--- src/rtl/imem_loader_if.sv ---
// Handshake and instruction-memory bundle for imem_loader.
// The host drives start/len and the byte stream; the loader drives everything else.
interface imem_loader_if #(
  parameter int IMEM_DEPTH = 256
) ();
  localparam int ADDR_W = $clog2(IMEM_DEPTH);

  logic              start;
  logic [ADDR_W:0]   len;
  logic              s_valid;
  logic [7:0]        s_data;
  logic              s_ready;
  logic              imem_we;
  logic [ADDR_W-1:0] imem_addr;
  logic [31:0]       imem_wdata;
  logic              core_run;
  logic              busy;
  logic              error;

  modport master (
    output start, len, s_valid, s_data,
    input  s_ready, imem_we, imem_addr, imem_wdata, core_run, busy, error
  );

  modport slave (
    input  start, len, s_valid, s_data,
    output s_ready, imem_we, imem_addr, imem_wdata, core_run, busy, error
  );
endinterface

--- src/rtl/imem_loader.sv ---
// Boot loader: packs a big-endian byte stream into 32-bit words, writes them from word 0 up,
// then releases the core. Define IMEM_LOADER_CHECKSUM_EN to require a trailing 32-bit sum.
module imem_loader #(
  parameter int IMEM_DEPTH = 256
) (
  input  logic          clk_i,
  input  logic          rst_ni,
  imem_loader_if.slave  bus_io
);
  localparam int ADDR_W = $clog2(IMEM_DEPTH);
  localparam logic [ADDR_W:0] DEPTH_L = (ADDR_W+1)'(IMEM_DEPTH);

  typedef enum logic [2:0] {
    IDLE,
    LOAD,
`ifdef IMEM_LOADER_CHECKSUM_EN
    CHECK,
`endif
    DONE,
    ERROR
  } state_e;

  state_e            state_q, state_d;
  logic [ADDR_W:0]   wordCnt_q, wordCnt_d;
  logic [ADDR_W:0]   len_q, len_d;
  logic [1:0]        byteCnt_q, byteCnt_d;
  logic [23:0]       shift_q, shift_d;
  logic              we_q, we_d;
  logic [ADDR_W-1:0] addr_q, addr_d;
  logic [31:0]       wdata_q, wdata_d;
  logic              run_q, run_d;
`ifdef IMEM_LOADER_CHECKSUM_EN
  logic [31:0]       sum_q, sum_d;
`endif

  logic        fire;
  logic        wordDone;
  logic [31:0] word;

`ifdef IMEM_LOADER_CHECKSUM_EN
  assign bus_io.s_ready = (state_q == LOAD) || (state_q == CHECK);
`else
  assign bus_io.s_ready = (state_q == LOAD);
`endif

  assign fire       = bus_io.s_valid && bus_io.s_ready;
  assign wordDone   = fire && (byteCnt_q == 2'd3);
  assign word       = {shift_q, bus_io.s_data};

  assign bus_io.busy       = bus_io.s_ready;
  assign bus_io.error      = (state_q == ERROR);
  assign bus_io.core_run   = run_q;
  assign bus_io.imem_we    = we_q;
  assign bus_io.imem_addr  = addr_q;
  assign bus_io.imem_wdata = wdata_q;

  always_comb begin
    state_d   = state_q;
    wordCnt_d = wordCnt_q;
    len_d     = len_q;
    byteCnt_d = byteCnt_q;
    shift_d   = shift_q;
    we_d      = 1'b0;
    addr_d    = addr_q;
    wdata_d   = wdata_q;
    run_d     = 1'b0;
`ifdef IMEM_LOADER_CHECKSUM_EN
    sum_d     = sum_q;
`endif

    // Byte assembly is shared by word loading and checksum reception.
    if (fire) begin
      byteCnt_d = byteCnt_q + 2'd1;
      shift_d   = {shift_q[15:0], bus_io.s_data};
    end

    case (state_q)
      IDLE, DONE, ERROR: begin
        run_d = (state_q == DONE);
        if (bus_io.start) begin
          run_d     = 1'b0;
          len_d     = bus_io.len;
          wordCnt_d = '0;
          byteCnt_d = '0;
          shift_d   = '0;
`ifdef IMEM_LOADER_CHECKSUM_EN
          sum_d     = '0;
`endif
          if (bus_io.len > DEPTH_L) begin
            state_d = ERROR;
          end else if (bus_io.len == '0) begin
`ifdef IMEM_LOADER_CHECKSUM_EN
            state_d = CHECK;
`else
            state_d = DONE;
            run_d   = 1'b1;
`endif
          end else begin
            state_d = LOAD;
          end
        end
      end
      LOAD: begin
        if (wordDone) begin
          we_d      = 1'b1;
          addr_d    = wordCnt_q[ADDR_W-1:0];
          wdata_d   = word;
          wordCnt_d = wordCnt_q + (ADDR_W+1)'(1);
`ifdef IMEM_LOADER_CHECKSUM_EN
          sum_d     = sum_q + word;
          if (wordCnt_d == len_q) state_d = CHECK;
`else
          if (wordCnt_d == len_q) state_d = DONE;
`endif
        end
      end
`ifdef IMEM_LOADER_CHECKSUM_EN
      CHECK: begin
        if (wordDone) state_d = (word == sum_q) ? DONE : ERROR;
      end
`endif
      default: state_d = IDLE;
    endcase
  end

  always_ff @(posedge clk_i or negedge rst_ni) begin
    if (!rst_ni) begin
      state_q   <= IDLE;
      wordCnt_q <= '0;
      len_q     <= '0;
      byteCnt_q <= '0;
      shift_q   <= '0;
      we_q      <= 1'b0;
      addr_q    <= '0;
      wdata_q   <= '0;
      run_q     <= 1'b0;
`ifdef IMEM_LOADER_CHECKSUM_EN
      sum_q     <= '0;
`endif
    end else begin
      state_q   <= state_d;
      wordCnt_q <= wordCnt_d;
      len_q     <= len_d;
      byteCnt_q <= byteCnt_d;
      shift_q   <= shift_d;
      we_q      <= we_d;
      addr_q    <= addr_d;
      wdata_q   <= wdata_d;
      run_q     <= run_d;
`ifdef IMEM_LOADER_CHECKSUM_EN
      sum_q     <= sum_d;
`endif
    end
  end
endmodule

--- src/flat_wrapper.sv ---
// flat-port wrapper written by rule: the top's interface ports become plain ports
module imem_loader_flat 
#(
  parameter int IMEM_DEPTH = 256
)
  (clk_i, rst_ni, bus_io_start, bus_io_len, bus_io_s_valid, bus_io_s_data, bus_io_s_ready, bus_io_imem_we, bus_io_imem_addr, bus_io_imem_wdata, bus_io_core_run, bus_io_busy, bus_io_error);
  imem_loader_if #(.IMEM_DEPTH(IMEM_DEPTH)) bus_io_i ();
  input  logic clk_i;
  input  logic rst_ni;
  input wire logic [$bits(bus_io_i.start)-1:0] bus_io_start;
  input wire logic [$bits(bus_io_i.len)-1:0] bus_io_len;
  input wire logic [$bits(bus_io_i.s_valid)-1:0] bus_io_s_valid;
  input wire logic [$bits(bus_io_i.s_data)-1:0] bus_io_s_data;
  output wire logic [$bits(bus_io_i.s_ready)-1:0] bus_io_s_ready;
  output wire logic [$bits(bus_io_i.imem_we)-1:0] bus_io_imem_we;
  output wire logic [$bits(bus_io_i.imem_addr)-1:0] bus_io_imem_addr;
  output wire logic [$bits(bus_io_i.imem_wdata)-1:0] bus_io_imem_wdata;
  output wire logic [$bits(bus_io_i.core_run)-1:0] bus_io_core_run;
  output wire logic [$bits(bus_io_i.busy)-1:0] bus_io_busy;
  output wire logic [$bits(bus_io_i.error)-1:0] bus_io_error;
  assign bus_io_i.start = bus_io_start;
  assign bus_io_i.len = bus_io_len;
  assign bus_io_i.s_valid = bus_io_s_valid;
  assign bus_io_i.s_data = bus_io_s_data;
  assign bus_io_s_ready = bus_io_i.s_ready;
  assign bus_io_imem_we = bus_io_i.imem_we;
  assign bus_io_imem_addr = bus_io_i.imem_addr;
  assign bus_io_imem_wdata = bus_io_i.imem_wdata;
  assign bus_io_core_run = bus_io_i.core_run;
  assign bus_io_busy = bus_io_i.busy;
  assign bus_io_error = bus_io_i.error;
  imem_loader #(.IMEM_DEPTH(IMEM_DEPTH)) u_core (.clk_i(clk_i), .rst_ni(rst_ni), .bus_io(bus_io_i));
endmodule
--- config.mk ---
export PLATFORM = sky130hd
export DESIGN_NAME = imem_loader_flat
export DESIGN_NICKNAME = d
export VERILOG_FILES = /design/src/rtl/imem_loader_if.sv /design/src/rtl/imem_loader.sv /design/src/flat_wrapper.sv
export SDC_FILE = /design/constraint.sdc
export NUM_CORES = 1
export LEC_CHECK = 0
export ABC_CLOCK_PERIOD_IN_PS = 2500
export CORE_MARGIN = 3
export CORE_UTILIZATION = 53
export CTS_BUF_LIST = sky130_fd_sc_hd__clkbuf_16
export CTS_CLUSTER_SIZE = 40
export DETAILED_ROUTE_END_ITERATION = 8
export GPL_ROUTABILITY_DRIVEN = 0
export GPL_TIMING_DRIVEN = 0
export PLACE_DENSITY_LB_ADDON = 0.15
export SLEW_MARGIN = 5
export SYNTH_ARGS = -nofsm -noshare
export SYNTH_HDL_FRONTEND = slang
export SYNTH_SLANG_ARGS = --single-unit
--- constraint.sdc ---
create_clock -name clk_i -period 2.5 [get_ports clk_i]
set_input_delay 0.25 -clock clk_i [delete_from_list [all_inputs] [get_ports clk_i]]
set_output_delay 0.25 -clock clk_i [all_outputs]
set_load 0.02 [all_outputs]
Yosys cells after proc, flatten, opt, wreduce, memory -nomap -nowiden:

Cells that the tools add are included.
Widths: inputs -> output; s select.

* flip-flop bits (word level): 89
* word-level logic and storage cells: 51
* input bits: 21
* output and inout bits: 45

* reductions and logical operators: 10
* mux-type cells: 21
* order comparisons: 1
* equality and inequality tests: 8
* add/subtract/negate cells: 2

Operators with widths (count)
* $mux 24: 3
* $mux 9: 2
* $pmux 9 s2: 1
* $mux 3: 4
* $add 9x1->9 const B: 1
* $eq 9x9->1: 1
* $gt 9x9->1 const B: 1
* $logic_not 9->1: 1
* $mux 2: 4
* $eq 3x2->1 const B: 2
* $mux 1: 6
* $ne 2x2->1 const B: 3
* $pmux 3 s2: 1
* $reduce_and 3->1: 2
* $reduce_and 2->1: 2
* $eq 3x1->1 const B: 1
* $logic_not 3->1: 1
* $reduce_or 3->1: 1
* $add 2x1->2 const B: 1
* $eq 2x2->1 const B: 1
* $logic_and 1x1->1: 2
* $reduce_bool 2->1: 1

Depth between registers and ports, before layout:

Gate-level depths: netlist of the first run.

* depth in word-level cells: 5
* mapped depth: 7
* gate-level depth less buffers: 6

Worst setup path before layout of the first run:

Ideal clock, no wire load.

* path kind: reg-to-reg
* from: register u_core.wordCnt_q[0]
* to: register u_core.state_q[0]
* period minus slack after synthesis: 2.120 ns
* arrival: 1.999 ns
* cell stages (with the launch flop): 8
* library setup time: 0.121 ns
* slack: 0.380 ns
* path buffers: 1
* data required time: 2.379 ns
* cells stage by stage: dfrtp_1 > ha_1 > and3_4 > buf_6 > mux2i_1 > o2111ai_1 > or4_1 > a32o_2

* cells in the longest elaborated chain, start to end: 4

Ends and longest elaborated chain
* start, declared: RTL line imem_loader.sv:24 `logic [ADDR_W:0] wordCnt_q, wordCnt_d;`
* start signal, assigned: RTL line imem_loader.sv:142 `wordCnt_q <= wordCnt_d;`
* $add 9x1->9: RTL line imem_loader.sv:108 `wordCnt_d = wordCnt_q + (ADDR_W+1)'(1);`
* $eq 9x9->1: RTL line imem_loader.sv:113 `if (wordCnt_d == len_q) state_d = DONE;`
* $ne 2x2->1 (no line)
* $reduce_and 3->1 (no line)
* end signal, assigned: RTL line imem_loader.sv:141 `state_q <= state_d;`
* end, declared: RTL line imem_loader.sv:23 `state_e state_q, state_d;`

Every way passes these cells.
A chain may end at the register's enable or synchronous reset.

Final worst setup path of the first run:

Same ends and word-level chain as after synthesis.

==> summary.md, run 1 <==
| Metric | Value |
|---|---|
| Total Neg Setup Slack | 0 ns |
| Via count | 3178 |
| Final setup violation count | 0 |
| Clock sink total | 88 |
| Final Skew | 0.005522 ns |
| Antenna violations before repair | 0 |
| Root Driver | clkbuf_16 |
| Ports | 66 |
| Routed len/inst | 14.41 um |
| CTS Buffer Depth | 2 |
| P_sw | 1436 uW |
| CP Capture Type | flop |
| Row cnt | 30 |
| Power share of the combinational group | 0.268 |
| Worst path max stage delay | 0.58 ns |
| Vias per std cell | 5.210 |
| Unrepaired setup endpoints after global routing | false |
| Yosys synthesis warning count | 0 |
| Min Tclk post-route | 2.392 ns |
| Fin util | 0.7130 |
| Fin crit share | 0.9566 |
| Diode count | 0 |
| Dominant synthesized flop cell | dfrtp_1 |
| Synth cell types | 38 |
| Initial Util | 0.5572 |
| Most frequent cell after synthesis | nand2_1 |
| Number of max-cap violations | 0 |
| Met2 routed WL | 4078 um |
| Syn nets | 457 |
| Slowest cell on the critical path | or4_1 |
| Share of layout cells above drive strength 1 | 0.06226 |
| Syn avg cell area | 8.909 um^2 |
| Sequential Power Share | 0.444 |
| Die width | 91.22 um |
| Congestion Overflow GR | 0 |
| Worst-Skew Late Latency | 0.34 ns |
| CP Launch Type | flop |
| Ys async rst share | 1.000 |
| Clk pwr share | 0.288 |
| Synth Instances | 432 |
| Clock-pin slew on the worst setup and hold paths | 0.06 ns |
| Max-slew headroom | 0.6426 |
| Sequential area share after synthesis | 0.5722 |
| Die Ht | 91.22 um |
| DP HPWL | 6143 um |
| DR DRC count | 0 |
| Crit-path cells | ha_1, and3_4, buf_6, mux2i_1, o2111ai_1, or4_1, a32o_2 |
| Synth cell count leaders | nand2_1 (204), dfrtp_1 (88), a21oi_1 (25), clkbuf_1 (18), o21ai_0 (16) |
| Critical path class | flop to flop |
| Routed Antenna Nets | 0 |
| Worst endpoint required time | 2.73 ns |
| Post-synthesis register bit count | 88 |
| Wire length on met3 | 492 um |
| Internal | 2863 uW |
| Status | completed |
| Leakage | 0.002368 uW |
| Htree depth | 3 |
| Total Wirelength | 8791 um |
| TritonCTS clock tree | done |
| Setup Fix Bufs, Post-CTS | 0 |
| Core Area | 6907 um^2 |
| Worst VDD drop | 0.6040 mV |
| Largest cells by area after synthesis | dfrtp_1 (57%), nand2_1 (20%), a21oi_1 (3.3%) |
| Detailed-router iteration count before antenna repair | 5 |
| First-pass GRT wire length | 14830 um |
| Vias in the first global route | 3100 |
| Wl on met1 | 4043 um |
| Area grow syn2layout | 27.96% |
| Post-synth EDFFs | 0 |
| Pwr/cell area | 873.0 nW/um^2 |
| Hold Crit Class | input pin to async pin |
| Maximum fanout along the worst path | 7 |
| Area leader, netlist | dfrtp_1 |
| Final hold vios | 0 |
| Worst-margin pin slew | 0.5361 ns |
| Max Slew Vio Count | 0 |
| Netlist Area Pre-Place | 3849 um^2 |
| Switching part of the total | 0.3340 |
| Final nets | 535 |
| Die area | 8320 um^2 |
| Top-area cell type share of the netlist area | 0.5722 |
| Global Route Usage Sum | 0.2243 |
| Max Used Layer | met4 |
| CP arrival | 2.62 ns |
| WHS | 0.3371 ns |
| Port bufs | 65 |
| Largest net degree at the start of global routing | 72 |
| CTS buffer count | 9 |
| Fmax | 418.1 MHz |
| Initial DRC Count | 259 |
sequential cells by signal, indices dropped and copies added, names as in the netlist:
name                      count
u_core.bus_io.imem_wdata     32
u_core.shift_q               24
u_core.len_q                  9
u_core.wordCnt_q              9
u_core.bus_io.imem_addr       8
u_core.byteCnt_q              2
u_core.state_q                2
u_core.bus_io.core_run        1
u_core.bus_io.imem_we         1
power by group through the flow:
| stage | clock (uW) | combinational [uW] | sequential [uW] |
|---|---|---|---|
| floorplan | 0 | 582 | 2000 |
| global placement | 0 | 1110 | 1910 |
| detailed placement | 0 | 1150 | 1920 |
| CTS | 1250 | 1160 | 1900 |
| global route | 1300 | 1280 | 1940 |
| finish | 1240 | 1150 | 1910 |
path summary, 6_finish.rpt:
| path | from | depth (start not counted) | slack (ns) | to |
|---|---|---|---|---|
| worst max-delay path | u_core.wordCnt_q[0] | 7 | 0.11 | u_core.state_q[0] |
| worst min-delay path | rst_ni | 2 | 0.34 | u_core.wordCnt_q[2] |
| worst max register to register | u_core.wordCnt_q[0] | 7 | 0.11 | u_core.state_q[0] |
| worst min register to register | u_core.bus_io.imem_addr[2] | 2 | 0.47 | u_core.bus_io.imem_addr[2] |
| max in group asynchronous | rst_ni | 3 | 1.57 | u_core.bus_io.imem_addr[7] |
| min in group clk_i | bus_io_len[7] | 3 | 0.47 | u_core.len_q[7] |
layout by cell type, fill, tap and decap left out, types with 2 or more instances in the layout:
cell type,count
nor2b_1,4
buf_4,4
a21oi_1,25
nand3_1,6
inv_1,2
clkbuf_16,9
xnor2_1,6
nand2b_1,2
a31oi_1,4
buf_1,2
mux2i_1,2
o31ai_1,3
o21ai_0,16
buf_2,3
clkdlybuf4s50_1,64
inv_6,2
nor2_1,9
ha_1,4
clkinvlp_4,3
and3_1,3
dfrtp_1,88
nand2_1,204
xor2_1,6
clkbuf_1,18
or4_1,3
buf_6,3
metal layers:
layer,GRT usage,vias to the layer above
met1,0.3100,1524
met4,0.09673,0
li1,-,1548
met3,0.04805,14
met2,0.3433,92
met5,0,-
final cells by class:
cell class	count	area [um^2]
Buffer	29	146.4
Inverter	3	11.26
Timing Repair Buffer	67	685.7
Sequential cell	88	2202
Tap cell	96	120.1
Clock inverter	6	45.04
Clock buffer	9	225.2
Fill cell	559	1982
Multi-Input combinational cell	312	1489
kinds of logic after synthesis:
kind of cell | share of synthesized area
XOR/XNOR | 0.02731
multiplexers | 0.005202
flip-flops | 0.5722
AO/OA/AOI/OAI | 0.08843
AND/OR/NAND/NOR | 0.2529
buffers and inverters | 0.04096
adder cells (fa/ha/maj) | 0.01300
critical path: cells and delay by family (launching register included):
family	cells	cell delay (ns)
adders and majority gates	1	0.30
and+or+nand+nor	2	0.79
buffers and inverters	1	0.12
DFF	1	0.48
AOI/OAI and AO/OA	2	0.41
muxes	1	0.19
through the flow:
step	cells	total power, uW	instance area [um^2]	setup slack [ns]
6_report	610	4299	4925	0.1084
5_1_grt	610	4524	4925	0.006440
4_1_cts	610	4316	4925	0.1211
3_5_place_dp	594	3073	4644	0.1502
3_3_place_gp	593	3026	4619	-1.947
2_1_floorplan	432	2578	3849	0.3796
what timing repair did:
action / CTS / global route
hold buffers: 1 / 0
hold endpoints to repair: 17 / 0
resized for setup: 0 / 0
Note: power is estimated with default switching activity, not from simulation.
==> run 2: changes to the inputs <==
--- a/config.mk
+++ b/config.mk
@@ -7,12 +7,11 @@
 export LEC_CHECK = 0
 export ABC_CLOCK_PERIOD_IN_PS = 2500
 export CORE_MARGIN = 3
-export CORE_UTILIZATION = 53
+export CORE_UTILIZATION = 50
 export CTS_BUF_LIST = sky130_fd_sc_hd__clkbuf_16
 export CTS_CLUSTER_SIZE = 40
 export DETAILED_ROUTE_END_ITERATION = 8
-export GPL_ROUTABILITY_DRIVEN = 0
-export GPL_TIMING_DRIVEN = 0
+export GPL_ROUTABILITY_DRIVEN = 1
 export PLACE_DENSITY_LB_ADDON = 0.15
 export SLEW_MARGIN = 5
 export SYNTH_ARGS = -nofsm -noshare
==> run 2 against run 1 <==
Effect of this change:
- sequential share of layout area is 0.23 points higher
- worst hold slack better by 0.12 ns
- cell count is 3.1% lower
==> summary.md, run 2 (synthesized netlist as in run 1, its figures left out) <==
| Metric | Value |
|---|---|
| CTS buffer count | 9 |
| CP Launch Type | flop |
| Hold Crit Class | input pin to async pin |
| Final setup violation count | 0 |
| Die width | 93.74 um |
| Worst-margin pin slew | 0.5782 ns |
| CTS Buffer Depth | 2 |
| Largest net degree at the start of global routing | 55 |
| Multi-input gate area in the final layout | 1491 um^2 |
| Detailed-router iteration count before antenna repair | 4 |
| Critical path class | flop to flop |
| Final Skew | 0.008057 ns |
| Initial Util | 0.5222 |
| Clock-pin slew on the worst setup and hold paths | 0.06 ns |
| Diode count | 0 |
| First-pass GRT wire length | 13930 um |
| Clock sink total | 88 |
| TritonCTS clock tree | done |
| Area grow syn2layout | 27.31% |
| Commonest cells after routing, fill and taps aside | nand2_1 (204), dfrtp_1 (88), clkdlybuf4s50_1 (64), a21oi_1 (25), o21ai_0 (16) |
| Congestion Overflow GR | 0 |
| CTS-repair resized insts | 0 |
| Final GP Congestion | 0.8474 |
| Status | completed |
| Vias per std cell | 5.066 |
| Htree depth | 3 |
| Global Route Usage Sum | 0.2002 |
| Root Driver | clkbuf_16 |
| Max Slew Vio Count | 0 |
| Ports | 66 |
| Vias in the first global route | 2892 |
| Worst-Skew Late Latency | 0.34 ns |
| CP Capture Type | flop |
| Via count | 2994 |
| Die Ht | 93.74 um |
| Core Area | 7370 um^2 |
| Commonest non-fill, non-tap cell in the layout | nand2_1 |
| Worst endpoint required time | 2.72 ns |
| Slowest cell on the critical path | or4_1 |
| Number of max-cap violations | 0 |
| Fmax | 441.5 MHz |
| Max-slew headroom | 0.6146 |
| DR DRC count | 0 |
| Share of layout cells above drive strength 1 | 0.06301 |
| Crit-path cells | ha_1, and3_4, mux2i_1, o2111ai_1, or4_1, a32o_2 |
| Max reg flops | 32 |
| Fillers | 617 |
| Pwr/cell area | 931.8 nW/um^2 |
| Worst path buffer plus inverter count | 0 |
| Initial DRC Count | 219 |
| Unrepaired setup endpoints after global routing | false |
| Leakage | 0.002367 uW |
| FF/Latch Area | 2202 um^2 |
| Final hold vios | 0 |
| Final nets | 513 |
| DP Area | 4549 um^2 |
| Min Tclk post-route | 2.265 ns |
| Port bufs | 65 |
| Worst path max stage delay | 0.55 ns |
| Worst VDD drop | 0.5570 mV |
| Die area | 8786 um^2 |
| Total Wirelength | 8249 um |
| Design Area, Final | 4900 um^2 |
| DP HPWL | 5528 um |
| WHS | 0.4550 ns |
| R2r setup slk | 0.23 ns |
| Total Neg Setup Slack | 0 ns |
| Routed len/inst | 13.96 um |
| Top delay family on crit path | simple AND/OR/NAND/NOR gates |
| Row cnt | 31 |
| CP arrival | 2.48 ns |
| Maximum fanout along the worst path | 7 |
| Routed Antenna Nets | 0 |
| Antenna violations before repair | 0 |
| Fin crit share | 0.9060 |
## run 2: cell count changes in the layout (fill, tap and decap cells not counted)
cell,previous run,this run
buf_16,1,0
buf_6,3,0
bufinv_16,0,3
buf_12,0,1
clkbuf_1,18,0
nor2b_1,4,3
buf_2,3,0
buf_4,4,8
nor2b_2,0,1
buf_1,2,0
clkinv_2,1,0
clkinvlp_4,3,1
## run 2: repair_timing
item	in CTS	in global routing
endpoints found under the setup margin	0	0
hold buffers	1	0
endpoints found under the hold margin	43	0
setup buffers	0	0
## run 2: routing by layer
layer	routed length, um	track usage	vias up	part of all wire
li1	-	-	1495	-
met1	4081	0.3047	1418	0.49
met2	3661	0.2833	75	0.44
met3	413	0.03606	6	0.050
met4	92	0.07942	0	0.011
met5	0	0	-	0
## run 2: layout make-up
| cell class | count | share of cell area |
|---|---|---|
| repair buffers | 74 | 0.1491 |
| inverters | 3 | 0.002298 |
| well taps | 99 | 0.02528 |
| multi-input cells | 312 | 0.3044 |
| clock inverters | 6 | 0.02349 |
| clock buffers | 9 | 0.04597 |
| flip-flops and latches | 88 | 0.4494 |
## run 2: power breakdown
part           internal, uW  switching, uW
logic                   486            640
registers              1700            208
clock network           978            556
## run 2: through the flow
step                      setup slack (ns)  utilization  std cells  total power [uW]
after floorplan                     0.3796            -        432              2578
after global placement              0.2125       0.6173        575              3030
after detailed placement            0.1764       0.6173        575              3054
after CTS                           0.2259       0.6649        591              4595
after global routing               0.05356       0.6649        591              4800
final                               0.2350       0.6649        591              4566
## run 2: final timing paths
path / cells past startpoint / startpoint / end
max: 6 / u_core.wordCnt_q[0] / u_core.state_q[0]
min: 2 / rst_ni / u_core.bus_io.imem_addr[4]
max reg2reg: 6 / u_core.wordCnt_q[0] / u_core.state_q[0]
min reg2reg: 2 / u_core.bus_io.imem_wdata[22] / u_core.bus_io.imem_wdata[22]
max in group asynchronous: 3 / rst_ni / u_core.shift_q[12]
min in group clk_i: 3 / bus_io_len[3] / u_core.len_q[3]
